File: config.mk
export PLATFORM = sky130hd
export DESIGN_NAME = instruction_fetch_flat
export DESIGN_NICKNAME = d
export VERILOG_FILES = /design/src/rtl/instruction_fetch_if.sv /design/src/rtl/instruction_fetch.sv /design/src/flat_wrapper.sv
export SDC_FILE = /design/constraint.sdc
export NUM_CORES = 1
export LEC_CHECK = 0
export ABC_AREA = 1
export CORE_ASPECT_RATIO = 1.1
export CORE_MARGIN = 3
export CORE_UTILIZATION = 47
export CTS_CLUSTER_SIZE = 12
export DETAILED_ROUTE_END_ITERATION = 10
export PLACE_DENSITY = 0.78
export SKIP_LAST_GASP = 1
export SYNTH_ARGS = -nofsm -noshare
export SYNTH_HDL_FRONTEND = slang
export SYNTH_SLANG_ARGS = --single-unit
export TNS_END_PERCENT = 5
File: constraint.sdc
create_clock -name clock -period 1.9 [get_ports clock]
set_clock_uncertainty 0.05 [all_clocks]
set_input_delay 0.38 -clock clock [delete_from_list [all_inputs] [get_ports clock]]
set_output_delay 0.38 -clock clock [all_outputs]
set_load 0.005 [all_outputs]
File: src/rtl/instruction_fetch_if.sv
// Fetch-stage bus: PC input, instruction-memory read port and decoder handoff.
// The master side is the fetch unit; the slave side is memory, PC stage and decoder.
interface instruction_fetch_if #(
  parameter int unsigned ADDR_W = 16,
  parameter int unsigned DATA_W = 32
);
  logic [ADDR_W-1:0] pc_pos;
  logic              mem_req;
  logic [ADDR_W-1:0] mem_addr;
  logic              mem_ack;
  logic [DATA_W-1:0] mem_rdata;
  logic [DATA_W-1:0] instr;
  logic [ADDR_W-1:0] instr_addr;
  logic              instr_valid;
  logic              instr_ready;
  logic              init_flag;
  logic              fetch_err;

  modport master (
    input  pc_pos, mem_ack, mem_rdata, instr_ready,
    output mem_req, mem_addr, instr, instr_addr, instr_valid, init_flag, fetch_err
  );

  modport slave (
    output pc_pos, mem_ack, mem_rdata, instr_ready,
    input  mem_req, mem_addr, instr, instr_addr, instr_valid, init_flag, fetch_err
  );
endinterface

File: src/rtl/instruction_fetch.sv
// Instruction fetch: requests the word at pc_pos, drops returns for a stale PC,
// holds the fetched word for the decoder and latches a sticky error on memory timeout.
module instruction_fetch #(
  parameter int unsigned ADDR_W  = 16,
  parameter int unsigned DATA_W  = 32,
  parameter int unsigned TIMEOUT = 64
) (
  input logic                 clock,
  input logic                 reset_n,
  instruction_fetch_if.master bus
);

  localparam int unsigned CNT_W = $clog2(TIMEOUT + 1);
  localparam logic [CNT_W-1:0] CNT_LAST = CNT_W'(TIMEOUT - 1);
  localparam logic [CNT_W-1:0] CNT_MAX  = CNT_W'(TIMEOUT);

  typedef enum logic [1:0] {
    IDLE  = 2'd0,
    ISSUE = 2'd1,
    HOLD  = 2'd2,
    ERROR = 2'd3
  } state_e;

  state_e            state_q, state_d;
  logic              mem_req_q, mem_req_d;
  logic [ADDR_W-1:0] mem_addr_q, mem_addr_d;
  logic [DATA_W-1:0] instr_q, instr_d;
  logic [ADDR_W-1:0] instr_addr_q, instr_addr_d;
  logic              instr_valid_q, instr_valid_d;
  logic              init_flag_q, init_flag_d;
  logic              fetch_err_q, fetch_err_d;
  logic [CNT_W-1:0]  cnt_q, cnt_d;

  // State register
  always_ff @(posedge clock or negedge reset_n) begin
    if (!reset_n) begin
      state_q       <= IDLE;
      mem_req_q     <= 1'b0;
      mem_addr_q    <= '0;
      instr_q       <= '0;
      instr_addr_q  <= '0;
      instr_valid_q <= 1'b0;
      init_flag_q   <= 1'b0;
      fetch_err_q   <= 1'b0;
      cnt_q         <= '0;
    end else begin
      state_q       <= state_d;
      mem_req_q     <= mem_req_d;
      mem_addr_q    <= mem_addr_d;
      instr_q       <= instr_d;
      instr_addr_q  <= instr_addr_d;
      instr_valid_q <= instr_valid_d;
      init_flag_q   <= init_flag_d;
      fetch_err_q   <= fetch_err_d;
      cnt_q         <= cnt_d;
    end
  end

  // Next-state and output logic
  always_comb begin
    state_d       = state_q;
    mem_req_d     = mem_req_q;
    mem_addr_d    = mem_addr_q;
    instr_d       = instr_q;
    instr_addr_d  = instr_addr_q;
    instr_valid_d = instr_valid_q;
    init_flag_d   = init_flag_q;
    fetch_err_d   = fetch_err_q;
    cnt_d         = cnt_q;

    unique case (state_q)
      IDLE: begin
        mem_addr_d = bus.pc_pos;
        mem_req_d  = 1'b1;
        cnt_d      = '0;
        state_d    = ISSUE;
      end

      ISSUE: begin
        if (bus.mem_ack) begin
          if (bus.pc_pos == mem_addr_q) begin
            instr_d       = bus.mem_rdata;
            instr_addr_d  = mem_addr_q;
            instr_valid_d = 1'b1;
            mem_req_d     = 1'b0;
            init_flag_d   = 1'b1;
            state_d       = HOLD;
          end else begin
            // PC moved while the read was in flight: drop the word and refetch
            mem_addr_d = bus.pc_pos;
            cnt_d      = '0;
          end
        end else if (cnt_q == CNT_LAST) begin
          cnt_d       = CNT_MAX;
          fetch_err_d = 1'b1;
          mem_req_d   = 1'b0;
          state_d     = ERROR;
        end else begin
          cnt_d = cnt_q + CNT_W'(1);
        end
      end

      HOLD: begin
        // Consumed, or flushed because the PC no longer points at the held word
        if (bus.instr_ready || (bus.pc_pos != instr_addr_q)) begin
          instr_valid_d = 1'b0;
          mem_addr_d    = bus.pc_pos;
          mem_req_d     = 1'b1;
          cnt_d         = '0;
          state_d       = ISSUE;
        end
      end

      ERROR: begin
        mem_req_d     = 1'b0;
        instr_valid_d = 1'b0;
        fetch_err_d   = 1'b1;
      end

      default: begin
        state_d = IDLE;
      end
    endcase
  end

  assign bus.mem_req     = mem_req_q;
  assign bus.mem_addr    = mem_addr_q;
  assign bus.instr       = instr_q;
  assign bus.instr_addr  = instr_addr_q;
  assign bus.instr_valid = instr_valid_q;
  assign bus.init_flag   = init_flag_q;
  assign bus.fetch_err   = fetch_err_q;

endmodule

File: src/flat_wrapper.sv
// flat-port wrapper written by rule: the top's interface ports become plain ports
module instruction_fetch_flat 
#(
  parameter int unsigned ADDR_W  = 16,
  parameter int unsigned DATA_W  = 32,
  parameter int unsigned TIMEOUT = 64
)
  (clock, reset_n, bus_pc_pos, bus_mem_ack, bus_mem_rdata, bus_instr_ready, bus_mem_req, bus_mem_addr, bus_instr, bus_instr_addr, bus_instr_valid, bus_init_flag, bus_fetch_err);
  instruction_fetch_if #(.ADDR_W(ADDR_W), .DATA_W(DATA_W)) bus_i ();
  input logic clock;
  input logic reset_n;
  input wire logic [$bits(bus_i.pc_pos)-1:0] bus_pc_pos;
  input wire logic [$bits(bus_i.mem_ack)-1:0] bus_mem_ack;
  input wire logic [$bits(bus_i.mem_rdata)-1:0] bus_mem_rdata;
  input wire logic [$bits(bus_i.instr_ready)-1:0] bus_instr_ready;
  output wire logic [$bits(bus_i.mem_req)-1:0] bus_mem_req;
  output wire logic [$bits(bus_i.mem_addr)-1:0] bus_mem_addr;
  output wire logic [$bits(bus_i.instr)-1:0] bus_instr;
  output wire logic [$bits(bus_i.instr_addr)-1:0] bus_instr_addr;
  output wire logic [$bits(bus_i.instr_valid)-1:0] bus_instr_valid;
  output wire logic [$bits(bus_i.init_flag)-1:0] bus_init_flag;
  output wire logic [$bits(bus_i.fetch_err)-1:0] bus_fetch_err;
  assign bus_i.pc_pos = bus_pc_pos;
  assign bus_i.mem_ack = bus_mem_ack;
  assign bus_i.mem_rdata = bus_mem_rdata;
  assign bus_i.instr_ready = bus_instr_ready;
  assign bus_mem_req = bus_i.mem_req;
  assign bus_mem_addr = bus_i.mem_addr;
  assign bus_instr = bus_i.instr;
  assign bus_instr_addr = bus_i.instr_addr;
  assign bus_instr_valid = bus_i.instr_valid;
  assign bus_init_flag = bus_i.init_flag;
  assign bus_fetch_err = bus_i.fetch_err;
  instruction_fetch #(.ADDR_W(ADDR_W), .DATA_W(DATA_W), .TIMEOUT(TIMEOUT)) u_core (.clock(clock), .reset_n(reset_n), .bus(bus_i));
endmodule
**After elaboration in Yosys (flattened, before gate mapping)**

Index checks and enable logic that the tools add are counted.

- Register bits: 77
- Output and inout port bits: 68

- Add/sub/neg operators: 1
- Eq/ne operators: 15
- Multiplexer cells: 26
- Reductions and logical operators: 12

Operator list:

| cell | number |
|---|---|
| 16-bit two-way mux | 3 |
| 16-bit one-hot mux with 3 select lines | 1 |
| 7-bit two-way mux | 4 |
| 7-bit one-hot mux with 3 select lines | 1 |
| 16-bit equality test | 1 |
| 16-bit inequality test | 1 |
| 3-bit AND reduction | 4 |
| 4-bit AND reduction | 3 |
| 1-bit two-way mux | 9 |
| 2-bit two-way mux | 4 |
| 7-bit by 1-bit adder with 7-bit output, second input constant | 1 |
| 7-bit by 6-bit equality test with 1-bit output, second input constant | 1 |
| 2-bit by 1-bit inequality test with 1-bit output, second input constant | 3 |
| 2-bit inequality test, second input constant | 3 |
| 3-bit by 2-bit inequality test with 1-bit output, second input constant | 2 |
| 2-bit one-hot mux with 3 select lines | 1 |
| 3-bit nonzero test | 2 |
| 2-bit equality test, second input constant | 2 |
| 1-bit one-hot mux with 4 select lines | 1 |
| 3-bit inequality test, second input constant | 1 |
| 1-bit one-hot mux with 3 select lines | 1 |
| 2-bit by 1-bit equality test with 1-bit output, second input constant | 1 |
| 2-bit logical NOT | 1 |
| 1-bit one-hot mux with 2 select lines | 1 |
| 2 further kinds | 2 |

**Longest topological paths before layout**

Gate-level depths: netlist of the first run.

- Depth after elaboration: 4
- Mapped depth: 13
- Gate-level depth less buffers: 12

**Worst setup path after synthesis of the first run**

OpenSTA, ideal clock, no wires.

- Path type: reg-to-reg
- From: reg u_core.mem_addr_q[4], in the netlist u_core.bus.mem_addr[4]
- To: reg u_core.instr_addr_q[3], in the netlist u_core.bus.instr_addr[3]
- Setup time: 0.117 ns
- Arrival time: 1.373 ns
- Required time: 1.733 ns
- Slack: 0.360 ns
- Cell stages (with the launch flop): 11
- Buffers on the path: 2
- Period minus slack after synthesis: 1.540 ns
- Cell sequence: dfrtp_1 -> xnor2_1 -> nand2_1 -> nor2_1 -> nand2_2 -> nor2_4 -> nand2_2 -> buf_6 -> buf_6 -> nand2_2 -> nand2_1

- Cells in the longest elaborated chain, start to end: 2

RTL lines:

| element | RTL line | source |
|---|---|---|
| start: declaration | instruction_fetch.sv:26 | `logic [ADDR_W-1:0] mem_addr_q, mem_addr_d;` |
| start signal: assignment | instruction_fetch.sv:49 | `mem_addr_q <= mem_addr_d;` |
| 16-bit equality test | instruction_fetch.sv:81 | `if (bus.pc_pos == mem_addr_q) begin` |
| 3-bit AND reduction (no line) | n/a |  |
| end signal: assignment | instruction_fetch.sv:51 | `instr_addr_q <= instr_addr_d;` |
| end: declaration | instruction_fetch.sv:28 | `logic [ADDR_W-1:0] instr_addr_q, instr_addr_d;` |

No other way between the ends.
A chain may end at the register's enable or synchronous reset.

**Final worst setup path of the first run**

- From: reg u_core.mem_addr_q[3], in the netlist u_core.bus.mem_addr[3]
- To: out bus_mem_addr[3]

RTL lines:

| element | RTL line | source |
|---|---|---|
| end: declaration | flat_wrapper.sv:17 | `output wire logic [$bits(bus_i.mem_addr)-1:0] bus_mem_addr;` |

No word-level cell between the ends.

==> metrics, run 1 <==
Startpoint Class flop; DRC viols 0; deepest clock path buffer count 2; FFs w/ async S/R, synth 1.00; CTS Buf Count 9; core area 8000 µm²; syn_area_per_cell 7.69 µm²; Worst-path clk slew 80 ps; fmax 561 MHz; number of enable flip-flop cells after synthesis 0; RePlAce Congestion 0.892; Slew headroom 0.715; RSZ-0062 raised after global routing no; critical path class reg2out; number of cell rows 34; largest family of logic cells by synthesized area simple AND/OR/NAND/NOR gates; die width 92.9 µm; Ys Warns 0; Reg power frac 0.399; fin crit period 1780 ps; vias in the first global route 3588; final non-filler cell total 767; crit-path leading delay family buffers and inverters; Levels on crit path 1; Slowest-stage cell, CP clkdlybuf4s50_1; final hold vios 0; Initial Util 0.488; Reg-to-Reg End u_core.bus.mem_addr[7]; Net count, final 708; H-tree Lvls 3; Internal Power 3510 µW; XOR/XNOR Fraction of Synth Area 0.0359; complex-gate fraction of the synthesized area 0.0496; Peak VDD IR 0.582 mV; largest net degree at the start of global routing 36; Worst R2R Path Depth 13; CP max stage delay 540 ps; Post-DP Area 5360 µm²; Die Y 102 µm; PD cells 932 nW/µm²; register area share after synthesis 0.493; Yosys cell types 29; CP Cell Sequence clkdlybuf4s50_1; initial DRC count 132; syn_nets 561; Pins Over Slew Limit 0; simple-gate portion of the synthesized area 0.338; Buffers & Inverters on Critical Path 1; ys flop type dfrtp_1; clock share of power 0.234; crit end category primary output; synthesized area 3910 µm²; Ports 120; critical register-to-register path startpoint u_core.bus.mem_addr[8]; n_diodes 0; WHS Endpoint u_core.bus.mem_addr[13]; Clock Latency Late Sink 350 ps; Leakage 0.00302 µW; vias post-DR 3679; HP Class in2reg; reg-to-reg slack, setup 150 ps; root buffer cell clkbuf_8; First-pass DRT Iterations 4; routed wire length 10.5 mm; switching portion of total power 0.341; post-synthesis register bit count 77; Fillers 626; all-layer global routing usage 0.229; Synth top area share 0.493; Post-synth top cells nand2_1, dfrtp_1, inv_1; antenna violations before repair 0; GRT overflow 0; Syn Inst Count 508; placed cells 746; Adder-Cell Fraction of Synth Area 0.00320; fraction of layout cells with a size suffix above 1 0.159; critical hold path startpoint bus_pc_pos[13]; PortBufs 119; CTS tree done; Hold Path Stages 3; first-pass GRT wire length 17.2 mm; post-synthesis mux area share 0; CTS Sinks 77; largest area contributor in the netlist dfrtp_1; final period utilization 0.938; Arrival @ worst endpoint 1350 ps; post-DP HPWL 7.57 mm; most frequent cell after synthesis nand2_1; endpoints failing setup 0; worst setup path start u_core.bus.mem_addr[3]; CP max FO 5; result of the run complete, no violations; DIE AREA 9440 µm²; P&R area growth vs syn 46.0%; dominant cells by area after synthesis dfrtp_1, nand2_1, nand2_2, inv_1, o21ai_0; MaxCap Viol Count 0; Worst EP required 1470 ps; WL per Instance 13.6 µm; post-route cell area 5700 µm²; Via-to-Cell Ratio 4.80; sw power 1810 µW; Comb power frac 0.366; ANT nets after route 0; Worst Tran Pin Value 428 ps
## per-layer routing
layer	global-route usage	share of wire	up-vias
met4	0.0800	0.014	0
li1	-	-	1828
met3	0.0394	0.046	13
met5	0	0	-
met1	0.293	0.44	1733
met2	0.394	0.50	105
## final cells by class
type	instances	area, µm²	area share
Clock buffer	11	151	0.0265
Sequential cell	77	1930	0.338
Clock inverter	4	47.5	0.00834
Timing Repair Buffer	149	1550	0.272
Multi-Input combinational cell	364	1690	0.296
Tap cell	108	135	0.0237
Inverter	54	205	0.0360
## power groups by stage
stage	Sequential, µW	Clock, µW	Combinational, µW
after floorplan	2110	0	927
after global placement	2140	0	1750
after detailed placement	2150	0	1810
after CTS	2120	1260	1830
after global routing	2170	1340	2180
final	2120	1250	1950
## sequential cells by signal (all words and copies together), names as in the netlist
| name | cells |
|---|---|
| u_core.bus.instr | 32 |
| u_core.bus.fetch_err | 1 |
| u_core.state_q | 2 |
| u_core.bus.init_flag | 1 |
| u_core.bus.instr_valid | 1 |
| u_core.cnt_q | 7 |
| u_core.bus.instr_addr | 16 |
| u_core.bus.mem_addr | 16 |
| u_core.bus.mem_req | 1 |
## cell usage in the layout, fill, tap and decap left out, drive strengths merged, types with 2 or more instances in the layout
cell | synthesis | routed
nor2 | 28 | 28
nand4 | 2 | 2
nand2 | 263 | 263
or2 | 4 | 4
clkbuf | 0 | 12
clkdlybuf4s50 | 0 | 102
buf | 13 | 29
dlymetal6s2s | 0 | 16
dfrtp | 77 | 77
o21ai | 33 | 33
nand3 | 10 | 10
clkinv | 3 | 5
nand3b | 2 | 2
xnor2 | 10 | 10
xor2 | 6 | 6
inv | 51 | 51
## through the flow
stage	power [µW]	hold slack (ps)	setup WS, ps	TNS [ps]	util
finish	5320	276	117	0	0.713
global route	5690	305	7.24	0	0.713
CTS	5210	426	2.91	0	0.697
detailed placement	3950	296	-359	-24220	0.670
global placement	3890	301	-308	-20200	0.670
floorplan	3040	34.4	360	0	-
## kinds of logic (layout without fill, tap and decap cells)
family / Yosys count / count (layout)
compound gates: 37 / 37
xor+xnor: 16 / 16
fa+ha+maj: 1 / 1
buf+inv: 67 / 218
flops: 77 / 77
simple gates: 310 / 310
## timing repair
action                                  in CTS  in global routing
setup buffers                                0                  4
gates cloned                                 0                  1
endpoints found under the setup margin       1                 76
pin swaps                                    0                  8
hold buffers                                 1                  0
endpoints found under the hold margin       29                  0
gates resized for setup                      1                 28
## worst max path at each step
stage                                    end  slack, ps
global placement             u_core.cnt_q[3]       -310
finish                       bus_mem_addr[3]        120
global route         u_core.bus.mem_addr[13]          7
floorplan           u_core.bus.instr_addr[3]        360
detailed placement  u_core.bus.instr_addr[0]       -360
CTS                 u_core.bus.instr_addr[5]          3
Power figures use the tool's default switching activity.
==> inputs of run 2 (changes only) <==
--- a/config.mk
+++ b/config.mk
@@ -6,6 +6,7 @@
 export NUM_CORES = 1
 export LEC_CHECK = 0
 export ABC_AREA = 1
+export ABC_CLOCK_PERIOD_IN_PS = 1900
 export CORE_ASPECT_RATIO = 1.1
 export CORE_MARGIN = 3
 export CORE_UTILIZATION = 47
==> results of run 2 <==
No change in the layout: final DEF, timing and power equal those of run 1.
